## src/rtl/uart_cmd_pkg.sv

```systemverilog
// Shared constants for the UART command-frame controller.
package uart_cmd_pkg;

  localparam int DBIT_DEF = 8;

  typedef enum logic [2:0] {
    S_IDLE   = 3'd0,
    S_GET_A  = 3'd1,
    S_GET_B  = 3'd2,
    S_EXEC   = 3'd3,
    S_SEND_S = 3'd4,
    S_SEND_R = 3'd5
  } state_t;

  localparam logic [7:0] OP_ADD  = 8'h01;
  localparam logic [7:0] OP_SUB  = 8'h02;
  localparam logic [7:0] OP_AND  = 8'h03;
  localparam logic [7:0] OP_OR   = 8'h04;
  localparam logic [7:0] OP_XOR  = 8'h05;
  localparam logic [7:0] OP_ECHO = 8'h06;

  localparam logic [7:0] ST_OK    = 8'h00;
  localparam logic [7:0] ST_CARRY = 8'h01;
  localparam logic [7:0] ST_BADOP = 8'hEE;
  localparam logic [7:0] ST_TMO   = 8'hE0;

endpackage

```

## src/rtl/uart_cmd_alu.sv

```systemverilog
// Combinational ALU for one command frame: opcode, operand A, operand B.
module uart_cmd_alu
  import uart_cmd_pkg::*;
#(
  parameter int DBIT = DBIT_DEF
) (
  input  logic [DBIT-1:0] op,
  input  logic [DBIT-1:0] a,
  input  logic [DBIT-1:0] b,
  output logic [DBIT-1:0] result,
  output logic [DBIT-1:0] status
);

  logic [DBIT:0] sum;

  always_comb begin
    sum    = {1'b0, a} + {1'b0, b};
    result = '0;
    status = DBIT'(ST_OK);
    case (op)
      DBIT'(OP_ADD): begin
        result = sum[DBIT-1:0];
        if (sum[DBIT]) status = DBIT'(ST_CARRY);
      end
      DBIT'(OP_SUB): begin
        result = a - b;
        if (a < b) status = DBIT'(ST_CARRY);
      end
      DBIT'(OP_AND):  result = a & b;
      DBIT'(OP_OR):   result = a | b;
      DBIT'(OP_XOR):  result = a ^ b;
      DBIT'(OP_ECHO): result = a;
      default:        status = DBIT'(ST_BADOP);
    endcase
  end

endmodule

```

## src/rtl/uart_cmd_ctrl.sv

```systemverilog
// Pops 3-byte command frames from the RX FIFO, runs the ALU and pushes a
// status/result pair into the TX FIFO; partial frames are dropped on timeout.
//
// state    | meaning
// IDLE     | wait for opcode byte
// GET_A    | wait for operand A (timeout armed)
// GET_B    | wait for operand B (timeout armed)
// EXEC     | register ALU status/result
// SEND_S   | push status byte when TX has room
// SEND_R   | push result byte, bump frame count
module uart_cmd_ctrl
  import uart_cmd_pkg::*;
#(
  parameter int DBIT    = DBIT_DEF,
  parameter int TIMEOUT = 1_000_000
) (
  input  logic            clock,
  input  logic            reset,
  input  logic [DBIT-1:0] r_data,
  input  logic            rx_empty,
  output logic            rd,
  output logic [DBIT-1:0] w_data,
  output logic            wr,
  input  logic            tx_full,
  output logic            busy,
  output logic [7:0]      frame_cnt
);

  localparam int CW = (TIMEOUT > 2) ? $clog2(TIMEOUT) : 1;
  localparam logic [CW-1:0] CNT_LAST = CW'(TIMEOUT - 1);

  state_t          state_q, state_d;
  logic [DBIT-1:0] op_q, op_d, a_q, a_d, b_q, b_d;
  logic [DBIT-1:0] status_q, status_d, result_q, result_d;
  logic [DBIT-1:0] alu_result, alu_status;
  logic [DBIT-1:0] w_data_d;
  logic [CW-1:0]   cnt_q, cnt_d;
  logic [7:0]      frame_d;
  logic            rd_d, wr_d;
  logic            accept, send_ok;

  uart_cmd_alu #(.DBIT(DBIT)) u_alu (
    .op     (op_q),
    .a      (a_q),
    .b      (b_q),
    .result (alu_result),
    .status (alu_status)
  );

  // The rd/wr guards keep a stale FIFO head or a full flag from being used twice.
  assign accept  = !rx_empty && !rd;
  assign send_ok = !tx_full && !wr;

  always_comb begin
    state_d  = state_q;
    op_d     = op_q;
    a_d      = a_q;
    b_d      = b_q;
    status_d = status_q;
    result_d = result_q;
    cnt_d    = cnt_q;
    rd_d     = 1'b0;
    wr_d     = 1'b0;
    w_data_d = w_data;
    frame_d  = frame_cnt;
    case (state_q)
      S_IDLE: begin
        cnt_d = '0;
        if (accept) begin
          op_d    = r_data;
          rd_d    = 1'b1;
          state_d = S_GET_A;
        end
      end
      S_GET_A, S_GET_B: begin
        if (accept) begin
          if (state_q == S_GET_A) begin
            a_d     = r_data;
            state_d = S_GET_B;
          end else begin
            b_d     = r_data;
            state_d = S_EXEC;
          end
          rd_d  = 1'b1;
          cnt_d = '0;
        end else if (cnt_q == CNT_LAST) begin
          status_d = DBIT'(ST_TMO);
          result_d = '0;
          cnt_d    = '0;
          state_d  = S_SEND_S;
        end else begin
          cnt_d = cnt_q + 1'b1;
        end
      end
      S_EXEC: begin
        status_d = alu_status;
        result_d = alu_result;
        state_d  = S_SEND_S;
      end
      S_SEND_S: begin
        if (send_ok) begin
          w_data_d = status_q;
          wr_d     = 1'b1;
          state_d  = S_SEND_R;
        end
      end
      S_SEND_R: begin
        if (send_ok) begin
          w_data_d = result_q;
          wr_d     = 1'b1;
          frame_d  = frame_cnt + 8'd1;
          state_d  = S_IDLE;
        end
      end
      default: state_d = S_IDLE;
    endcase
  end

  always_ff @(posedge clock) begin
    if (reset) begin
      state_q   <= S_IDLE;
      op_q      <= '0;
      a_q       <= '0;
      b_q       <= '0;
      status_q  <= '0;
      result_q  <= '0;
      cnt_q     <= '0;
      rd        <= 1'b0;
      wr        <= 1'b0;
      w_data    <= '0;
      frame_cnt <= 8'd0;
      busy      <= 1'b0;
    end else begin
      state_q   <= state_d;
      op_q      <= op_d;
      a_q       <= a_d;
      b_q       <= b_d;
      status_q  <= status_d;
      result_q  <= result_d;
      cnt_q     <= cnt_d;
      rd        <= rd_d;
      wr        <= wr_d;
      w_data    <= w_data_d;
      frame_cnt <= frame_d;
      busy      <= (state_d != S_IDLE);
    end
  end

endmodule
```

## config.mk

```make
export PLATFORM = sky130hd
export DESIGN_NAME = uart_cmd_ctrl
export DESIGN_NICKNAME = d
export VERILOG_FILES = /design/src/rtl/uart_cmd_pkg.sv /design/src/rtl/uart_cmd_alu.sv /design/src/rtl/uart_cmd_ctrl.sv
export SDC_FILE = /design/constraint.sdc
export NUM_CORES = 1
export LEC_CHECK = 0
export BUFFER_PORTS_ARGS = -buffer_cell sky130_fd_sc_hd__buf_2
export CAP_MARGIN = 20
export CORE_MARGIN = 4
export CORE_UTILIZATION = 50
export DETAILED_ROUTE_END_ITERATION = 10
export HOLD_SLACK_MARGIN = 0.03
export PLACE_DENSITY = 0.72
export SYNTH_ARGS = -nofsm -noshare
export SYNTH_HDL_FRONTEND = slang
export SYNTH_HIERARCHICAL = 1
export SYNTH_SLANG_ARGS = --single-unit
```

## constraint.sdc

```tcl
create_clock -name clock -period 5.4 [get_ports clock]
set_input_delay 1.08 -clock clock [delete_from_list [all_inputs] [get_ports clock]]
set_output_delay 1.08 -clock clock [all_outputs]
set_load 0.02 [all_outputs]
```

# After elaboration in Yosys (flattened, before gate mapping)
# Index checks and enable logic that the tools add are counted.
# op_classes
reduce_logical,23
mux,25
n_bitwise,6
n_addsub,4
order_cmp,1
eq_ne,16
# ops
cell,n
$mux W8,6
$pmux W8 S2,3
$pmux W8 S6,1
$mux W20,2
$pmux W20 S2,1
$eq A8 B3 Y1 const B,3
$pmux W8 S3,1
$add A20 B1 Y20 const B,1
$eq A20 B20 Y1 const B,1
$eq A8 B2 Y1 const B,2
$mux W3,5
$pmux W3 S5,1
$reduce_and A3 Y1,4
$add A8 B8 Y9,1
$add A8 B1 Y8 const B,1
$and A8 B8 Y8,1
$eq A8 B1 Y1 const B,1
$lt A8 B8 Y1,1
$ne A2 B2 Y1 const B,4
$or A8 B8 Y8,1
$reduce_or A2 Y1,4
$sub A8 B8 Y8,1
$xor A8 B8 Y8,1
$eq A3 B2 Y1 const B,2
12 further kinds,26
# totals
output_inout_bits,19
register_bits,82
wordCells,87

# Logic depth before layout (Yosys ltp)
# Gate-level depths: netlist (run 1).
# depth
depth_word,5
mapped_depth,9

# By module
# Netlist (run 1), hierarchy kept.
# by_module_without_submodules
module,cells_each,instances,area_per_inst_um2
uart_cmd_ctrl,374,1,3467.1
uart_cmd_alu,203,1,1385.1

# Least setup slack after synthesis (run 1)
# No wires, ideal clock.
# synth_timing
path_type,register to register
start,register a_q[4]
end,register result_q[7]
arrival_ns,2.188
synth_period_minus_slack_ns,2.304
required_ns,5.283
n_path_buf,1
stages_incl_launch_ff,10
path_slack_ns,3.096
path_cell_list,dfxtp_1 inv_1 ha_1 buf_2 nor2_1 a211o_1 o21ai_0 a211oi_1 or4b_1 a22o_1
# synth_via
elab_chain_len,3
elab_cells_between_ends,4
cone_classes,2 x add/sub; 2 x mux
# synth_rtl
element,line_no,source
start: declaration,uart_cmd_ctrl.sv:33,"logic [DBIT-1:0] op_q, op_d, a_q, a_d, b_q, b_d;"
start signal: assignment,uart_cmd_ctrl.sv:123,a_q <= '0;
start signal: assignment,uart_cmd_ctrl.sv:136,a_q <= a_d;
$sub A8 B8 Y8 / $add A8 B8 Y9 (equally long branches),"uart_cmd_alu.sv:26, uart_cmd_alu.sv:17",
$pmux W8 S6 *,uart_cmd_alu.sv:20,case (op)
net alu_result[7],uart_cmd_ctrl.sv:35,"logic [DBIT-1:0] alu_result, alu_status;"
$pmux W8 S2 *,uart_cmd_ctrl.sv:66,case (state_q)
end signal: assignment,uart_cmd_ctrl.sv:139,result_q <= result_d;
end: declaration,uart_cmd_ctrl.sv:34,"logic [DBIT-1:0] status_q, status_d, result_q, result_d;"
# Mark *: on every way through the listed nets, which the timed path passes. The rest lies on a longest branch.
# A chain may end at the register's enable or synchronous reset.

# Worst setup path after layout (run 1)
# Same ends and word-level chain as after synthesis.

==> results of run 1 <==
## layout make-up
cell class | instances | area share, %
multi-input combinational | 424 | 55.6
sequential | 82 | 31.7
timing repair buffer | 32 | 3.19
tap | 129 | 3.11
clock buffer | 11 | 2.92
inverter | 32 | 2.32
clock inverter | 5 | 1.21
## sequential cells by signal, indices dropped and copies added, names as in the netlist
name	cells
rd	1
status_q	8
b_q	8
a_q	8
w_data	8
cnt_q	20
result_q	8
op_q	8
busy	1
wr	1
state_q	3
frame_cnt	8
## worst min path at each step
stage | start | endpoint | slack, ns | cells after the start
finish | status_q[3] | status_q[3] | 0.48 | 1
global route | b_q[5] | b_q[5] | 0.51 | 2
CTS | cnt_q[16] | cnt_q[16] | 0.49 | 2
detailed placement | result_q[4] | result_q[4] | 0.47 | 1
global placement | status_q[0] | status_q[0] | 0.46 | 1
floorplan | cnt_q[19] | cnt_q[19] | 0.43 | 1
## layout by cell type (no fill, tap or decap), types with 4 or more instances in the layout
| master | n |
|---|---|
| dfxtp_1 | 82 |
| nor2_1 | 66 |
| a21oi_1 | 41 |
| inv_1 | 32 |
| mux2i_1 | 32 |
| nand2_1 | 31 |
| buf_2 | 30 |
| ha_1 | 27 |
| nand3_1 | 23 |
| nor3_1 | 18 |
| a22o_1 | 18 |
| a31oi_1 | 13 |
| a211oi_1 | 13 |
| nand4_1 | 12 |
| nand2b_1 | 11 |
| clkbuf_8 | 11 |
| o21ai_0 | 9 |
| and3_1 | 7 |
| nor4_1 | 7 |
| xor2_1 | 7 |
| nor2b_1 | 6 |
| o22ai_1 | 6 |
| xnor2_1 | 4 |
| a21o_1 | 4 |
| a22oi_1 | 4 |
| o21ai_1 | 4 |
| a32oi_1 | 4 |
## per-stage QoR
| stage | instance area [um2] | setup WS [ns] | instances | hold WS, ns | total power, mW |
|---|---|---|---|---|---|
| after floorplan | 4850 | 3.10 | 577 | 0.431 | 0.793 |
| after global placement | 4970 | 2.67 | 699 | 0.463 | 0.817 |
| after detailed placement | 4970 | 2.60 | 699 | 0.471 | 0.822 |
| after CTS | 5180 | 2.77 | 715 | 0.488 | 1.29 |
| after global routing | 5180 | 2.56 | 715 | 0.515 | 1.34 |
| final | 5180 | 2.73 | 715 | 0.485 | 1.28 |
## metal layers
metal	share of wire (%)	up-vias	global-route usage (%)
met4	0.76	0	4.47
li1	-	2091	-
met1	48	1973	28.0
met3	5.3	9	2.98
met5	0	-	0
met2	46	148	31.2
## where the power goes
part	switching, mW	total [mW]	internal [mW]
clock network	0.234	0.475	0.241
registers	0.0274	0.646	0.619
logic	0.102	0.164	0.0622
total	0.363	1.28	0.922
## logic make-up (layout without fill, tap and decap cells)
kind of cell | count (synthesis) | after routing
xor gates and xnor gates | 11 | 11
muxes | 32 | 32
buffers and inverters | 71 | 80
other | 1 | 1
and+or+nand+nor | 211 | 211
adders and majority gates | 29 | 29
AOI/OAI and AO/OA | 140 | 140
DFF | 82 | 82
==> results.json, run 1 <==
{
  "status": "finished, final reports clean",
  "synth_compound_area_share_pct": 19.8,
  "synth.distinct_cells": 71,
  "portBuffers": 30,
  "drive_gt1_share_pct": 10.9,
  "reg2reg_from": "a_q[4]",
  "core_area_um2": 9330,
  "dpl.hpwl_um": 8190,
  "synthMuxAreaShare_pct": 6.60,
  "setup_viol": 0,
  "critical-path-top-delay-family": "compound AO/OA/AOI/OAI gates",
  "overflow": 0,
  "synthAdderAreaFrac_pct": 7.79,
  "path_buf_inv": 1,
  "vias_per_cell": 5.90,
  "r2r-end": "result_q[7]",
  "yosys-top-cells-count": "82 x dfxtp_1, 66 x nor2_1, 41 x a21oi_1",
  "clk_latency_ns": 0.34,
  "period_minus_slack_ns": 2.67,
  "async_reset_ff_share_pct": 0,
  "grt_usage_pct": 19.6,
  "clk_root_buffer_cell": "clkbuf_8",
  "start_kind": "flop",
  "vias": 4221,
  "drv_cap": 0,
  "slew_violations": 0,
  "seq_area_frac_synth_pct": 33.8,
  "cp.depth": 8,
  "path_clk_slew_ns": 0.09,
  "synthToLayoutAreaGrowth_pct": 6.81,
  "end_kind": "flop",
  "relSlewSlack_pct": 32.4,
  "ios": 31,
  "numCtsBuffers": 9,
  "htree_num_levels": 3,
  "cts_tree": "yes",
  "synthCells": 577,
  "crit_start": "a_q[4]",
  "synth-simple-area-share_pct": 23.1,
  "drcViolationCount": 0,
  "dieHeight_um": 107,
  "postRouteAntennaNets": 0,
  "finClkSkew_ns": 0.0107,
  "critPathRequiredTime_ns": 5.63,
  "synth_area_um2": 4850,
  "fmax_ghz": 0.374,
  "fin_crit_sh_pct": 49.5,
  "gp_congestion": 0.917,
  "synth_top_family_by_area": "simple AND/OR/NAND/NOR gates",
  "drt_iter0_drc": 238,
  "multi_input_comb_area_um2": 2880,
  "yosys_warnings": 6,
  "worstPathArrival_ns": 2.91,
  "min_path_type": "reg2reg",
  "postCtsHoldBufs": 0,
  "initial_utilization_pct": 52.0,
  "register_area_um2": 1640,
  "max-clock-path-buffers": 2,
  "setup_tns_ns": 0,
  "synth_area_leaders": "dfxtp_1 34%, ha_1 7.0%, mux2i_1 6.6%, nor2_1 5.1%, a21oi_1 4.2%",
  "antennaDiodeCount": 0,
  "yosys.area.top_type": "dfxtp_1",
  "grt_start_max_net_pins": 59,
  "critical_path.max_stage_delay_ns": 0.52,
  "syn_nets": 618,
  "powerDensity_nw_per_um2": 248,
  "grt_pass1_wl_um": 18400,
  "synth_top_area_share_pct": 33.8,
  "cts_sinks": 82,
  "power_leakage_nw": 2.06,
  "yosysMostFrequentCell": "dfxtp_1",
  "cp_max_fo": 10,
  "utilization_pct": 55.6,
  "drt_wl_total_um": 10900,
  "grt_pass1_vias": 3824,
  "irDropWorstVdd_uv": 158,
  "wire_per_inst_um": 15.3,
  "hold_viol": 0,
  "path_cells": "inv_1 > ha_1 > nor2_1 > a211o_1 > o21ai_0 > a211oi_1 > or4b_1 > a22o_1",
  "worst-r2r-setup-slack_ns": 2.73,
  "avgSynthCellArea_um2": 8.41,
  "ys.flop_type": "dfxtp_1",
  "fill_cells": 854,
  "fp.dieW_um": 107,
  "first_pass_iters": 5,
  "dieArea_um2": 11300,
  "synthXorXnorAreaFrac_pct": 1.99,
  "fin_nets": 622,
  "grt_antenna_before_repair": 0,
  "post_cts_buffers": 0,
  "crit_end": "result_q[7]",
  "rsz0062_at_grt": "false",
  "crit_path_top_delay_cell": "or4b_1",
  "crit_type": "reg2reg",
  "post_cts_resized": 0,
  "row_count": 35,
  "ys_ff_latch": 82,
  "worstMarginPinSlew_ns": 1.01,
  "reg2reg_depth": 8,
  "synth_edf_count": 0
}
No activity file was read; power rests on OpenSTA's default activity.
==> run 2: changes to the inputs <==
--- a/config.mk
+++ b/config.mk
@@ -5,6 +5,7 @@
 export SDC_FILE = /design/constraint.sdc
 export NUM_CORES = 1
 export LEC_CHECK = 0
+export ABC_AREA = 1
 export BUFFER_PORTS_ARGS = -buffer_cell sky130_fd_sc_hd__buf_2
 export CAP_MARGIN = 20
 export CORE_MARGIN = 4
==> constraint.sdc (replaced) <==
create_clock -name clock -period 2.48 [get_ports clock]
set_input_delay 0.496 -clock clock [delete_from_list [all_inputs] [get_ports clock]]
set_output_delay 0.496 -clock clock [all_outputs]
set_load 0.02 [all_outputs]
==> run 2 against run 1 <==
  * First-iteration DRC count is 72% higher
  * Combinational power grew to 4.0 times the previous value
  * Largest power group unchanged
  * Highest routed layer unchanged
  * Critical path depth up 4
  * Setup slack worse by 2.2 ns
  * Power up 130%
  * Sequential share of layout area fell by 1.6 points
  * Wire length up 12%
  * Maximum frequency up 34%
==> results.json, run 2 <==
{
  "status": "finished, final reports clean",
  "avgSynthCellArea_um2": 6.54,
  "synth_area_um2": 5120,
  "crit_type": "reg2reg",
  "start_kind": "flop",
  "path_buf_inv": 2,
  "yosysMostFrequentCell": "nand2_1",
  "cts_tree": "yes",
  "max_flop_register": "cnt_q",
  "async_reset_ff_share_pct": 0,
  "critical_path.max_stage_delay_ns": 0.48,
  "dieArea_um2": 11900,
  "grt_pass1_vias": 4569,
  "final_common_cell": "nand2_1",
  "finClkSkew_ns": 0.0129,
  "synth_top_area_share_pct": 32.1,
  "post_cts_resized": 0,
  "ios": 31,
  "fmax_ghz": 0.501,
  "setup_viol": 0,
  "rsz0062_at_grt": "false",
  "grt_start_max_net_pins": 51,
  "crit_path_top_delay_cell": "dfxtp_1",
  "clk_root_buffer_cell": "clkbuf_8",
  "period_minus_slack_ns": 2.00,
  "max-clock-path-buffers": 2,
  "hold_viol": 0,
  "final_cell_mix": "172 x nand2_1, 118 x nor2_1, 85 x inv_1",
  "path_cells": "inv_1 > ha_1 > inv_1 > nand2_1 > nand2_1 > a21oi_1 > nand2_1 > nand2_1 > nand3_1 > nand3_1 > nand2_1 > a21oi_1",
  "critPathRequiredTime_ns": 2.76,
  "initial_utilization_pct": 51.9,
  "grt_usage_pct": 22.0,
  "syn_nets": 824,
  "numCtsBuffers": 9,
  "overflow": 0,
  "fp.dieW_um": 109,
  "drt_iter0_drc": 409,
  "yosys.area.top_type": "dfxtp_1",
  "row_count": 36,
  "slew_violations": 0,
  "vias_per_cell": 5.32,
  "portBuffers": 30,
  "min_path_type": "in2reg",
  "ys_ff_latch": 82,
  "critical-path-top-delay-family": "flip-flops",
  "gp_congestion": 0.904,
  "clk_latency_ns": 0.36,
  "stdcell_area_um2": 5460,
  "vias": 4976,
  "placed_area_um2": 5300,
  "post_cts_buffers": 0,
  "irDropWorstVdd_uv": 313,
  "drv_cap": 0,
  "largest_register_ffs": 20,
  "grt_pass1_wl_um": 21200,
  "worstMarginPinSlew_ns": 0.636,
  "cp_max_fo": 8,
  "dieHeight_um": 109,
  "postRouteAntennaNets": 0,
  "relSlewSlack_pct": 57.6,
  "postCtsHoldBufs": 0,
  "first_pass_iters": 6,
  "setup_tns_ns": 0,
  "power_leakage_nw": 2.37,
  "worstPathArrival_ns": 2.28,
  "wire_per_inst_um": 13.1,
  "synthCells": 783,
  "seq_area_frac_synth_pct": 32.1,
  "yosys-top-cells-count": "172 x nand2_1, 118 x nor2_1, 85 x inv_1",
  "dpl.hpwl_um": 9120,
  "core_area_um2": 9860,
  "htree_num_levels": 3,
  "fin_crit_sh_pct": 80.5,
  "grt_antenna_before_repair": 0,
  "ys.flop_type": "dfxtp_1",
  "antennaDiodeCount": 0,
  "yosys_warnings": 6,
  "synth_area_leaders": "dfxtp_1 32%, nand2_1 13%, nor2_1 8.7%, ha_1 6.6%, nand3_1 6.4%",
  "cts_sinks": 82,
  "synth_edf_count": 0,
  "powerDensity_nw_per_um2": 540,
  "synthToLayoutAreaGrowth_pct": 6.72,
  "cp_common_cell": "nand2_1",
  "drt_wl_total_um": 12300,
  "drcViolationCount": 0,
  "fin_nets": 840,
  "synth.distinct_cells": 41,
  "path_clk_slew_ns": 0.08,
  "end_kind": "flop",
  "drive_gt1_share_pct": 11.7
}
==> run 2: power breakdown <==
group	total (mW)	switching (mW)	leakage [nW]	internal [mW]
logic	0.652	0.462	1.62	0.191
clock network	0.876	0.494	0.0879	0.382
registers	1.42	0.0504	0.664	1.37
total	2.95	1.01	2.37	1.94
==> run 2: metal layers <==
| metal | GRT usage [%] | vias up | wire length (um) |
|---|---|---|---|
| li1 | - | 2550 | - |
| met1 | 29.2 | 2258 | 5620 |
| met5 | 0 | - | 0 |
| met4 | 6.14 | 0 | 163 |
| met2 | 36.7 | 155 | 5760 |
| met3 | 4.03 | 13 | 762 |
==> run 2: path summary, 6_finish.rpt <==
path / from / to / slack, ns / cells after the start
max reg2reg: a_q[4] / result_q[7] / 0.48 / 12
min: r_data[7] / op_q[7] / 0.40 / 3
max: a_q[4] / result_q[7] / 0.48 / 12
min reg2reg: status_q[6] / status_q[6] / 0.45 / 2
==> run 2: worst register-to-register path, delay by kind of cell, from the launching register on <==
kind / cells / cell delay (ns)
flip-flops: 1 / 0.48
AND/OR/NAND/NOR: 7 / 0.47
adder cells (fa/ha/maj): 1 / 0.44
AO/OA/AOI/OAI: 2 / 0.33
buffers and inverters: 2 / 0.21
==> run 2: cell families (layout without fill, tap and decap cells) <==
logic type / Yosys count / after routing / share of synthesized area, %
other: 1 / 1 / 0.0732
AO/OA/AOI/OAI: 122 / 122 / 12.6
XOR/XNOR: 3 / 3 / 0.513
adder cells (fa/ha/maj): 29 / 29 / 7.38
buffers and inverters: 127 / 147 / 10.6
AND/OR/NAND/NOR: 419 / 419 / 36.8
flip-flops: 82 / 82 / 32.1
==> run 2: layout make-up <==
cell class                      count  area, um2
Inverter                           98        370
Clock buffer                       10        138
Tap cell                          133        166
Timing Repair Buffer               34        180
Fill cell                         986       4400
Clock inverter                      5       31.3
Multi-Input combinational cell    574       2940
Sequential cell                    82       1640
==> run 2: metrics by stage <==
step	power [mW]	worst slack (ns)	utilization, %	hold WS [ns]	std cells
after global routing	3.13	0.247	55.4	0.392	936
after global placement	2.08	0.334	53.7	0.438	921
after CTS	2.97	0.512	55.4	0.383	936
after detailed placement	2.09	0.302	53.7	0.441	921
final	2.95	0.483	55.4	0.402	936
after floorplan	1.98	0.759	-	0.428	783
